--- src/rtl/mul_unit_pkg.sv ---
// Shared types for the RV32M multiply unit: operation encoding, FSM states and the
// operand magnitude helper used when converting signed operands for the unsigned tree.
package mul_types;

    typedef enum logic [1:0] {
        MUL    = 2'b00,
        MULH   = 2'b01,
        MULHSU = 2'b10,
        MULHU  = 2'b11
    } mul_op_t;

    typedef enum logic [1:0] {
        IDLE = 2'b00,
        CALC = 2'b01,
        FIX  = 2'b10,
        DONE = 2'b11
    } mul_state_t;

    // 0x80000000 negates to itself, which read as unsigned is exactly 2^31.
    function automatic logic [31:0] magnitude(input logic [31:0] x, input logic is_signed);
        return (is_signed && x[31]) ? (~x + 32'd1) : x;
    endfunction

endpackage

--- src/rtl/mul_unit_wallace.sv ---
// Combinational 32x32 unsigned multiplier: partial products reduced by 3:2 carry-save
// levels (32->22->15->10->7->5->4->3->2 rows) followed by one carry-propagate add.
module wallace (
    input  logic [31:0] a_i,
    input  logic [31:0] b_i,
    output logic [63:0] prod_o
);

    function automatic logic [63:0] tree_mul(input logic [31:0] a, input logic [31:0] b);
        logic [63:0] rows [32];
        logic [63:0] nxt  [32];
        logic [63:0] x, y, z;
        int          n;
        int          m;
        for (int i = 0; i < 32; i++) begin
            rows[i] = b[i] ? (64'(a) << i) : 64'd0;
        end
        n = 32;
        for (int lvl = 0; lvl < 8; lvl++) begin
            nxt = '{default: 64'd0};
            m   = 0;
            for (int g = 0; g < 11; g++) begin
                if (3 * g + 2 < n) begin
                    x = rows[5'(3 * g)];
                    y = rows[5'(3 * g + 1)];
                    z = rows[5'(3 * g + 2)];
                    nxt[5'(m)]     = x ^ y ^ z;
                    nxt[5'(m + 1)] = ((x & y) | (x & z) | (y & z)) << 1;
                    m = m + 2;
                end
            end
            // Rows that did not fill a complete group of three pass straight through.
            for (int j = 0; j < 32; j++) begin
                if (j >= 3 * (n / 3) && j < n) begin
                    nxt[5'(m)] = rows[5'(j)];
                    m = m + 1;
                end
            end
            rows = nxt;
            n    = m;
        end
        return rows[0] + rows[1];
    endfunction

    always_comb begin
        prod_o = tree_mul(a_i, b_i);
    end

endmodule

--- src/rtl/mul_unit.sv ---
// RV32M multiply execution unit: latches operand magnitudes, lets the wallace tree settle
// for MUL_CYCLES cycles, sign-corrects the product and returns the selected word.
module mul_unit
    import mul_types::*;
#(
    parameter int unsigned MUL_CYCLES = 2
) (
    input  logic        clk,
    input  logic        rst_n,
    input  logic        req_valid,
    output logic        req_ready,
    input  logic [1:0]  req_op,
    input  logic [31:0] req_a,
    input  logic [31:0] req_b,
    input  logic        flush,
    output logic        resp_valid,
    input  logic        resp_ready,
    output logic [31:0] resp_data,
    output logic        busy
);

    localparam logic [3:0] CNT_INIT = 4'(MUL_CYCLES - 1);

    mul_state_t  state_q, state_d;
    logic [3:0]  cnt_q, cnt_d;
    logic [31:0] a_mag_q, b_mag_q;
    mul_op_t     op_q;
    logic        neg_q;
    logic [63:0] prod_q;
    logic [31:0] resp_data_q;

    mul_op_t     op_in;
    logic        a_signed, b_signed;
    logic        accept;
    logic [63:0] tree_prod;
    logic [63:0] fixed_prod;

    assign op_in    = mul_op_t'(req_op);
    assign a_signed = (op_in == MULH) || (op_in == MULHSU);
    assign b_signed = (op_in == MULH);
    assign accept   = (state_q == IDLE) && req_valid && !flush;

    // Operand regs to prod_q is a MUL_CYCLES multicycle path; the counter guarantees
    // the tree inputs are stable for that long before prod_q samples.
    wallace u_wallace (
        .a_i    (a_mag_q),
        .b_i    (b_mag_q),
        .prod_o (tree_prod)
    );

    assign fixed_prod = neg_q ? (~prod_q + 64'd1) : prod_q;

    // NOTE: every variable assigned here gets a default first so no latch is inferred.
    always_comb begin
        state_d = state_q;
        cnt_d   = cnt_q;
        unique case (state_q)
            IDLE: begin
                if (accept) begin
                    state_d = CALC;
                    cnt_d   = CNT_INIT;
                end
            end
            CALC: begin
                if (flush) begin
                    state_d = IDLE;
                end else if (cnt_q == 4'd0) begin
                    state_d = FIX;
                end else begin
                    cnt_d = cnt_q - 4'd1;
                end
            end
            FIX:  state_d = flush ? IDLE : DONE;
            DONE: begin
                if (resp_ready || flush) state_d = IDLE;
            end
            default: state_d = IDLE;
        endcase
    end

    // NOTE: sequential state uses non-blocking assignments so all regs update together.
    always_ff @(posedge clk or negedge rst_n) begin
        if (!rst_n) begin
            state_q     <= IDLE;
            cnt_q       <= 4'd0;
            a_mag_q     <= 32'd0;
            b_mag_q     <= 32'd0;
            op_q        <= MUL;
            neg_q       <= 1'b0;
            prod_q      <= 64'd0;
            resp_data_q <= 32'd0;
        end else begin
            state_q <= state_d;
            cnt_q   <= cnt_d;
            if (accept) begin
                a_mag_q <= magnitude(req_a, a_signed);
                b_mag_q <= magnitude(req_b, b_signed);
                op_q    <= op_in;
                neg_q   <= (a_signed & req_a[31]) ^ (b_signed & req_b[31]);
            end
            if (state_q == CALC && cnt_q == 4'd0 && !flush) begin
                prod_q <= tree_prod;
            end
            if (state_q == FIX && !flush) begin
                resp_data_q <= (op_q == MUL) ? fixed_prod[31:0] : fixed_prod[63:32];
            end
        end
    end

    assign req_ready  = (state_q == IDLE);
    assign resp_valid = (state_q == DONE);
    assign busy       = (state_q != IDLE);
    assign resp_data  = resp_data_q;

endmodule

--- config.mk ---
export PLATFORM = sky130hd
export DESIGN_NAME = mul_unit
export DESIGN_NICKNAME = d
export VERILOG_FILES = /design/src/rtl/mul_unit_pkg.sv /design/src/rtl/mul_unit_wallace.sv /design/src/rtl/mul_unit.sv
export SDC_FILE = /design/constraint.sdc
export NUM_CORES = 1
export LEC_CHECK = 0
export BUFFER_PORTS_ARGS = -buffer_cell sky130_fd_sc_hd__buf_2
export CORE_ASPECT_RATIO = 0.9
export CORE_MARGIN = 5
export CORE_UTILIZATION = 40
export CTS_CLUSTER_SIZE = 10
export DETAILED_ROUTE_END_ITERATION = 16
export SKIP_LAST_GASP = 1
export SYNTH_ARGS = -nofsm -noshare
export SYNTH_HDL_FRONTEND = slang
export SYNTH_HIERARCHICAL = 1
export SYNTH_SLANG_ARGS = --single-unit
--- constraint.sdc ---
create_clock -name clk -period 3.5 [get_ports clk]
set_clock_uncertainty 0.05 [all_clocks]
set_input_delay 0.175 -clock clk [delete_from_list [all_inputs] [get_ports clk]]
set_output_delay 0.175 -clock clk [all_outputs]
set_load 0.05 [all_outputs]
### Yosys cells after proc, flatten, opt, wreduce, memory -nomap -nowiden

Index checks and enable logic that the tools add are counted.

| word-level totals | value |
|---|---|
| register bits | 6 |
| input port bits | 71 |
| logic and storage cells | 31 |

| cells by class | value |
|---|---|
| add/sub/neg operators | 1 |
| equality and inequality tests | 8 |
| mux-type cells | 10 |
| reductions and logical operators | 10 |

Operators with widths:

| kind | count |
|---|---|
| $mux W4 | 3 |
| $mux W2 | 5 |
| $pmux W2 S4 | 1 |
| $pmux W4 S2 | 1 |
| $eq A2 B2 Y1 const B | 2 |
| $logic_not A4 Y1 | 1 |
| $ne A2 B1 Y1 const B | 2 |
| $ne A2 B2 Y1 const B | 2 |
| $reduce_and A4 Y1 | 1 |
| $reduce_bool A2 Y1 | 2 |
| $sub A4 B1 Y4 const B | 1 |
| $ne A3 B3 Y1 const B | 1 |
| $reduce_and A3 Y1 | 1 |
| $eq A2 B1 Y1 const B | 1 |
| $logic_and A1 B1 Y1 | 2 |
| $logic_not A2 Y1 | 1 |
| $logic_not A1 Y1 | 1 |
| $logic_or A1 B1 Y1 | 1 |

### Depth between registers and ports, before layout

| depth | value |
|---|---|
| depth in word-level cells | 5 |
| mapped depth | 9 |
| depth with buffers taken out | 8 |

### Cells and area by module

The synthesis kept the hierarchy.

Modules (own cells, without submodules):

| module | times used | cells each | area each (sq um) |
|---|---|---|---|
| mul_unit | 1 | 1032 | 9598.0 |
| wallace | 1 | 65 | 484.2 |

### Worst setup path after synthesis

Ideal clock, no wire load.

| path | value |
|---|---|
| path kind | reg-to-reg |
| from | reg prod_q[1] (netlist name) |
| to | reg resp_data[10] (netlist name) |
| setup time | 0.131 ns |
| data arrival time | 2.759 ns |
| required time | 3.319 ns |
| path slack | 0.560 ns |
| stages on the path, launching flop included | 10 |
| path buffers | 1 |
| clock period less this slack | 2.940 ns |
| cell sequence | dfrtp_1 > inv_1 > ha_1 > or4b_2 > or3_1 > clkbuf_1 > or4_1 > nand3_1 > nor2_1 > or3_1 |

==> flow_summary.json <==
{
  "clock-root-buffer": "clkbuf_16",
  "chipHeight_um": 132,
  "unrepaired_setup_endpoints_after_global_routing": "false",
  "detail_route.iter0.violations": 401,
  "layout.nets": 795,
  "arrival_ns": 3.45,
  "numCtsBuffers": 9,
  "antenna_violating_nets_post_route": 0,
  "timing.slew.headroom_pct": 36.7,
  "cts_buffer_depth": 2,
  "grt.overflow.total": 0,
  "post_synth_inst_count": 694,
  "worst_slack_ns": 0.200,
  "pwr_density_cell_nw_per_um2": 1000,
  "clock_tree_from_tritoncts": "done",
  "start_kind": "register",
  "postRouteWirelength_um": 17200,
  "worstSkewPairLatency_ns": 0.36,
  "syn-cell-area_um2": 6620,
  "grt.total_usage_pct": 18.2,
  "hold-path-cell-count": 2,
  "cts_resized": 0,
  "fp.dieW_um": 146,
  "yosys_warnings": 6,
  "fin_crit_sh_pct": 94.3,
  "max_h_tree_level": 3,
  "cp.required_ns": 3.65,
  "routed_wire_length_per_instance_um": 18.4,
  "number_of_setup_violations_in_the_final_report": 0,
  "cellInternalPower_w": 0.00375,
  "rows": 44,
  "gp_congestion": 0.915,
  "floorplan.core_area_um2": 16200,
  "clock-sinks": 105,
  "num-fill-cells": 1609,
  "place_hpwl_um": 11900,
  "timing.hold.worst.class": "in2reg",
  "final-hold-violation-count": 0,
  "maxCapViolations": 0,
  "worst_setup_hold_path_clk_slew_ns": 0.07,
  "r2r_cells": 6,
  "tightestPinTransition_ns": 0.949,
  "clock.fmax_ghz": 0.303,
  "drc_errors": 0,
  "total_leakage_power_nw": 3.12,
  "timing.critical_path.to_type": "register",
  "die_area_um2": 19200,
  "status": "finished, final reports clean",
  "finalCoreUtilization_pct": 44.1,
  "first_pass_grt_wire_length_um": 28300,
  "switching_power_w": 0.00340,
  "placement.io_buffers": 43,
  "hold-worst-slack_ns": 0.0364,
  "antenna_found_initial": 0,
  "worst_ir_drop_vdd_v": 0.000586,
  "layout-drive-gt1-share_pct": 21.5,
  "drt-pass1-iter-count": 5,
  "detail_route.vias_per_cell": 5.58,
  "syn_avg_cell_area_um2": 9.54,
  "finalMaxSlewViolations": 0,
  "boundaryPins": 106,
  "p_comb_share_pct": 49.0,
  "grt_start_max_net_pins": 68,
  "critPathKind": "reg2reg",
  "initial_utilization_pct": 40.9,
  "grt_pass1_vias": 5248,
  "crit_fanout": 6,
  "switching_share_pct": 47.5,
  "seq_power_share_pct": 36.1,
  "n_antenna_cell": 0,
  "post_synthesis_to_final_layout_area_growth_pct": 7.86,
  "place_ws_ns": 0.285,
  "fin_tns_setup_ns": 0,
  "via_count": 5200,
  "p_clk_share_pct": 14.9,
  "layout_min_cycle_time_ns": 3.30,
  "rrSetupSlack_ns": 0.20
}
==> registers in the layout, summed over array words and instances (netlist names) <==
register   count
neg_q          1
resp_data     32
op_q           2
state_q        2
prod_q        64
cnt_q          4
==> timing repair <==
action / 4_1_cts / 5_1_grt
buffers inserted: 0 / 0
endpoints found under the setup margin: 0 / 0
hold buffers: 2 / 0
hold endpoints to repair: 66 / 0
==> per-layer routing <==
metal | GRT usage (%) | up-vias | wire length, um
li1 | - | 2426 | -
met2 | 28.5 | 148 | 7900
met5 | 0 | - | 0
met4 | 6.17 | 0 | 395
met3 | 4.40 | 26 | 1030
met1 | 24.7 | 2600 | 7840
==> area by class of cell <==
type	instances	area [um^2]	area share, %
multi-input cells	529	3530	49.4
flip-flops and latches	105	2630	36.8
repair buffers	63	373	5.22
well taps	207	259	3.63
clock buffers	12	256	3.59
clock inverters	4	51.3	0.718
inverters	12	45.0	0.631
==> critical path, cell delays in order, from the launching register on <==
cell,delay (ns)
dfrtp_1,0.43
or4_1,0.61
or4_1,0.61
or4_1,0.71
o21ai_0,0.31
xor2_1,0.26
o221ai_1,0.16
==> power by group through the flow <==
| stage | logic (W) | clock network [W] | registers (W) |
|---|---|---|---|
| after global routing | 0.00380 | 0.00114 | 0.00269 |
| final | 0.00351 | 0.00106 | 0.00258 |
| after floorplan | 0.00222 | 0 | 0.00292 |
| after detailed placement | 0.00350 | 0 | 0.00258 |
| after CTS | 0.00352 | 0.00109 | 0.00256 |
| after global placement | 0.00344 | 0 | 0.00254 |
==> final timing paths <==
kind                                           from                         to
setup / recovery              prod_q[6]$_DFFE_PN0P_  resp_data[17]$_DFFE_PN0P_
hold / removal                                flush     state_q[1]$_DFFE_PN0P_
setup reg to reg              prod_q[6]$_DFFE_PN0P_  resp_data[17]$_DFFE_PN0P_
hold reg to reg            resp_data[3]$_DFFE_PN0P_   resp_data[3]$_DFFE_PN0P_
max in group asynchronous                     rst_n     prod_q[60]$_DFFE_PN0P_
min in group asynchronous                     rst_n        op_q[1]$_DFFE_PN0P_
==> stage by stage <==
stage / total power (W) / std cells / area (um^2)
4_1_cts: 0.00717 / 932 / 7140
3_3_place_gp: 0.00598 / 914 / 6810
3_5_place_dp: 0.00608 / 914 / 6810
5_1_grt: 0.00763 / 932 / 7140
6_report: 0.00715 / 932 / 7140
2_1_floorplan: 0.00514 / 757 / 6860
==> cells in the final DEF (no fill, tap or decap), types with 12 or more instances in the layout <==
cell type / instances
buf_4: 19
mux2_2: 64
dfrtp_1: 104
xnor2_1: 19
conb_1: 64
inv_1: 12
nor4_1: 15
nand2_1: 42
xor2_1: 23
nor2_1: 42
a21oi_1: 20
or3_1: 20
o21ai_0: 31
o31ai_1: 14
buf_2: 42
nor3_1: 28
nand3_1: 14
No activity file was read; power rests on OpenSTA's default activity.
